## src/rtl/color_rr_arb_pkg.sv

```systemverilog
// color_rr_arb_pkg: shared FSM state type and size limit for color_rr_arb
package color_rr_arb_pkg;
  typedef enum logic [0:0] {IDLE = 1'b0, LOCKED = 1'b1} state_t;
  localparam int MAX_N_REQ = 8;
endpackage

```

## src/rtl/color_rr_arb_rr_pick.sv

```systemverilog
// rr_pick: combinational round-robin search starting just after ptr, wrapping around
module rr_pick #(
  parameter int N = 2,
  parameter int IW = 1
) (
  input  logic [N-1:0]  req,
  input  logic [IW-1:0] ptr,
  output logic [N-1:0]  grant,
  output logic [IW-1:0] idx,
  output logic          any
);
  // Scan farthest-first so the nearest requester after ptr overwrites the rest.
  always_comb begin
    grant = '0;
    idx = '0;
    any = |req;
    for (int i = N; i >= 1; i--) begin
      if (req[(int'(ptr) + i) % N]) begin
        grant = '0;
        grant[(int'(ptr) + i) % N] = 1'b1;
        idx = IW'((int'(ptr) + i) % N);
      end
    end
  end
endmodule

```

## src/rtl/color_rr_arb.sv

```systemverilog
// color_rr_arb: round-robin N-way beat arbiter with one-cycle output register.
// Define COLOR_RR_ARB_PKTLOCK_EN to hold the grant for a whole packet (until i_last).
module color_rr_arb
  import color_rr_arb_pkg::*;
#(
  parameter int N_REQ = 2,
  parameter int WIDTH = 2,
  localparam int IW = $clog2(N_REQ)
) (
  input  logic                   i_clk,
  input  logic                   i_rstn,
  input  logic                   i_cg,
  input  logic [N_REQ-1:0]       i_valid,
  input  logic [N_REQ*WIDTH-1:0] i_data,
  input  logic [N_REQ-1:0]       i_last,
  output logic [N_REQ-1:0]       o_ready,
  output logic                   o_valid,
  output logic [WIDTH-1:0]       o_data,
  output logic                   o_last,
  output logic [IW-1:0]          o_idx,
  input  logic                   i_ready
);
  logic [IW-1:0] ptr, pick_idx, sel;
  logic [N_REQ-1:0] pick_grant, grant;
  logic pick_any, any, load_en;
  rr_pick #(.N(N_REQ), .IW(IW)) u_pick (
    .req(i_valid),
    .ptr(ptr),
    .grant(pick_grant),
    .idx(pick_idx),
    .any(pick_any)
  );
  assign load_en = i_cg && (!o_valid || i_ready);
`ifdef COLOR_RR_ARB_PKTLOCK_EN
  state_t state;
  logic locked;
  // ptr always names the last winner, so it doubles as the locked requester.
  assign locked = state == LOCKED;
  assign grant = locked ? (N_REQ'(i_valid[ptr]) << ptr) : pick_grant;
  assign any = locked ? i_valid[ptr] : pick_any;
  assign sel = locked ? ptr : pick_idx;
  always_ff @(posedge i_clk) begin
    if (!i_rstn) state <= IDLE;
    else if (load_en && any) state <= i_last[sel] ? IDLE : LOCKED;
  end
`else
  assign grant = pick_grant;
  assign any = pick_any;
  assign sel = pick_idx;
`endif
  assign o_ready = (load_en && i_rstn) ? grant : '0;
  always_ff @(posedge i_clk) begin
    if (!i_rstn) begin
      o_valid <= 1'b0;
      o_data <= '0;
      o_last <= 1'b0;
      o_idx <= '0;
      ptr <= IW'(N_REQ - 1);
    end else if (load_en) begin
      o_valid <= any;
      if (any) begin
        o_data <= i_data[sel*WIDTH +: WIDTH];
        o_last <= i_last[sel];
        o_idx <= sel;
        ptr <= sel;
      end
    end
  end
endmodule
```

## config.mk

```make
export PLATFORM = sky130hd
export DESIGN_NAME = color_rr_arb
export DESIGN_NICKNAME = d
export VERILOG_FILES = /design/src/rtl/color_rr_arb_pkg.sv /design/src/rtl/color_rr_arb_rr_pick.sv /design/src/rtl/color_rr_arb.sv
export SDC_FILE = /design/constraint.sdc
export NUM_CORES = 1
export LEC_CHECK = 0
export ABC_CLOCK_PERIOD_IN_PS = 2620
export CAP_MARGIN = 20
export CORE_AREA = 3 3 40 42
export CTS_CLUSTER_DIAMETER = 200
export DETAILED_ROUTE_END_ITERATION = 12
export DIE_AREA = 0 0 43 45
export PLACE_DENSITY = 0.58
export SKIP_CTS_REPAIR_TIMING = 1
export SYNTH_ARGS = -nofsm -noshare
export SYNTH_HDL_FRONTEND = slang
export SYNTH_SLANG_ARGS = --single-unit
```

## constraint.sdc

```tcl
create_clock -name i_clk -period 2.62 [get_ports i_clk]
set_input_delay 0.393 -clock i_clk [delete_from_list [all_inputs] [get_ports i_clk]]
set_output_delay 0.393 -clock i_clk [all_outputs]
set_load 0.02 [all_outputs]
```

==> results of run 1 <==
## state kept, by name, indices dropped and copies added (netlist names)
register  cells
o_valid       1
o_data        2
o_idx         1
ptr           1
o_last        1
## cell usage after synthesis
master and count:
nor2_1 2, nor2b_2 1, a221o_1 1, dfxtp_1 6, a211oi_1 1, nand3_1 1
nor4b_1 1, inv_2 1, inv_1 2, nand2b_4 1, nand4b_1 1, a31o_1 1
o32ai_1 3, a22oi_1 3, nor4b_4 1, a21bo_4 1, nand2_1 3, and2_4 1
## worst paths after layout
| kind | startpoint | endpoint | cells after the start |
|---|---|---|---|
| hold / removal | o_data[1]$_SDFFE_PN0P_ | o_data[1]$_SDFFE_PN0P_ | 2 |
| hold reg to reg | o_data[1]$_SDFFE_PN0P_ | o_data[1]$_SDFFE_PN0P_ | 2 |
| setup reg to reg | o_valid$_SDFFE_PN0P_ | ptr$_SDFFE_PN1P_ | 3 |
| setup / recovery | i_cg | o_ready[0] | 4 |
## per-stage QoR
stage | total power [uW] | util, %
after detailed placement | 183 | 40.9
after floorplan | 142 | -
after global placement | 183 | 40.9
after global routing | 292 | 42.6
after CTS | 274 | 42.6
final | 269 | 42.6
## worst reg2reg max path, cell delays in order (launching register included)
cell	delay (ns)
dfxtp_1	0.40
nand2b_4	0.08
and2_4	0.18
a221o_1	0.33
## power breakdown
group          leakage (uW)  internal, uW  switching, uW
Combinational      0.000157          43.5           32.4
Clock             0.0000138          52.0           35.8
Sequential        0.0000498          99.7           5.56
## layout make-up
class / count / area [um^2] / share of cell area (%)
clock buffers: 3 / 22.5 / 4.11
multi-input cells: 22 / 188 / 34.2
repair buffers: 19 / 188 / 34.2
well taps: 15 / 18.8 / 3.42
inverters: 3 / 11.3 / 2.05
flip-flops and latches: 6 / 120 / 21.9
## kinds of logic (layout without fill, tap and decap cells)
group / after synthesis / after routing / synth area share, %
and+or+nand+nor: 12 / 12 / 30.2
buffers and inverters: 3 / 25 / 3.53
AOI/OAI and AO/OA: 10 / 10 / 28.6
DFF: 6 / 6 / 37.6
## routing by layer
layer | track usage (%) | share of wire, %
met1 | 14.8 | 45
met2 | 15.0 | 40
met3 | 8.37 | 12
met4 | 7.23 | 2.2
met5 | 0 | 0
==> results.sh, run 1 <==
export IMPL_core_area_um2=1280
export IMPL_setup_worst_path_class="input pin to output port"
export IMPL_p_leak_uw=0.000220
export IMPL_finalHoldViolations=0
export IMPL_setup_tns_final_ns=0
export IMPL_pin_count=19
export IMPL_peakVddDrop_mv=0.266
export IMPL_drv_cap=0
export IMPL_synth_area_leaders="dfxtp_1, o32ai_1, nor4b_4"
export IMPL_dp_cells=65
export IMPL_setup_viol=0
export IMPL_path_delay_family="buffers and inverters"
export IMPL_dp_slack_ns=0.179
export IMPL_setup_ws_ns=0.156
export IMPL_slowest_stage="clkdlybuf4s50_1"
export IMPL_synthesis_area_um2=319
export IMPL_rsz0062_at_grt="no"
export IMPL_num_vias=336
export IMPL_tritoncts="done"
export IMPL_cts_max_path_buffers=2
export IMPL_drt_total_wl_um=882
export IMPL_final_cell_mix="clkdlybuf4s50_1, dfxtp_1"
export IMPL_numCtsBuffers=3
export IMPL_htreeDepth=1
export IMPL_ys_ff_latch=6
export IMPL_whs_ns=0.465
export IMPL_start_util_pct=24.8
export IMPL_grt_max_degree=7
export IMPL_grt_pass1_vias=358
export IMPL_hp_class="flop to flop"
export IMPL_design_area_um2=548
export IMPL_place_area_um2=526
export IMPL_fin_crit_ns=2.46
export IMPL_reg2reg_slack_ns=1.53
export IMPL_worst_clock_skew_ns=0.00878
export IMPL_required_ns=2.23
export IMPL_synth_nets=43
export IMPL_post_dp_hpwl_um=694
export IMPL_max_freq_mhz=406
export IMPL_clkTransAtPathRegs_ns=0.04
export IMPL_p_per_area_nw_per_um2=491
export IMPL_io_buffers=18
export IMPL_status="complete, no violations"
export IMPL_syn_inst=31
export IMPL_slowest_delay_ns=0.66
export IMPL_clk_latency_ns=0.25
export IMPL_cts_sinks=6
export IMPL_slew_headroom_pct=80.8
export IMPL_path_cells="clkdlybuf4s50_1 -> and2_4 -> nor4b_1 -> clkdlybuf4s50_1"
export IMPL_drtPass1Iterations=2
export IMPL_wl_per_cell_um=13.0
export IMPL_place_gp_congestion=0.774
export IMPL_area_growth_pct=71.8
export IMPL_ant_nets=0
export IMPL_via_per_inst=4.94
export IMPL_drc=0
export IMPL_clock_root_buffer="clkbuf_4"
export IMPL_fp_dieH_um=45
export IMPL_die_w_um=43
export IMPL_crit_path_frequent_cell="clkdlybuf4s50_1"
export IMPL_worstSetupStartpointType="input pin"
export IMPL_grt_overflow_total=0
export IMPL_drive_gt1_share_pct=18.9
export IMPL_antenna_found_initial=0
export IMPL_critPathMaxFanout=6
export IMPL_groute_usage_overall_pct=12.0
export IMPL_synth_top_cell_area_share_pct=37.6
export IMPL_fp_dieArea_um2=1940
export IMPL_layout_nets=67
export IMPL_final_max_slew_viol_count=0
export IMPL_avgSynthCellArea_um2=10.3
export IMPL_rows=13
export IMPL_layout_cells_non_filler=68
export IMPL_fillers=146
export IMPL_min_period_over_period_pct=94.0
export IMPL_synth_top_cell_by_area="dfxtp_1"
export IMPL_drt_iter0_drc=3
export IMPL_worst_path_buf_inv=2
export IMPL_synth_warnings=0
export IMPL_antenna_cells=0
export IMPL_arrival_ns=2.07
export IMPL_synth_seq_area_share_pct=37.6
export IMPL_mostFrequentLayoutCell="clkdlybuf4s50_1"
export IMPL_worst_slew_pin_slew_ns=0.285
export IMPL_grt_pass1_wl_um=1620
export IMPL_critPathCaptureType="output port"
export IMPL_synth_distinct_cells=18
Power figures use the tool's default switching activity.
==> run 2, diff against run 1 <==
--- a/config.mk
+++ b/config.mk
@@ -12,7 +12,6 @@
 export DETAILED_ROUTE_END_ITERATION = 12
 export DIE_AREA = 0 0 43 45
 export PLACE_DENSITY = 0.58
-export SKIP_CTS_REPAIR_TIMING = 1
 export SYNTH_ARGS = -nofsm -noshare
 export SYNTH_HDL_FRONTEND = slang
 export SYNTH_SLANG_ARGS = --single-unit
==> results of run 2 <==
The final DEF is identical to that of run 1; final timing and power are the same.
==> run 3, diff against run 2 <==
--- a/config.mk
+++ b/config.mk
@@ -5,6 +5,7 @@
 export SDC_FILE = /design/constraint.sdc
 export NUM_CORES = 1
 export LEC_CHECK = 0
+export ABC_AREA = 0
 export ABC_CLOCK_PERIOD_IN_PS = 2620
 export CAP_MARGIN = 20
 export CORE_AREA = 3 3 40 42
==> results of run 3 <==
The final DEF is identical to that of run 1; final timing and power are the same.
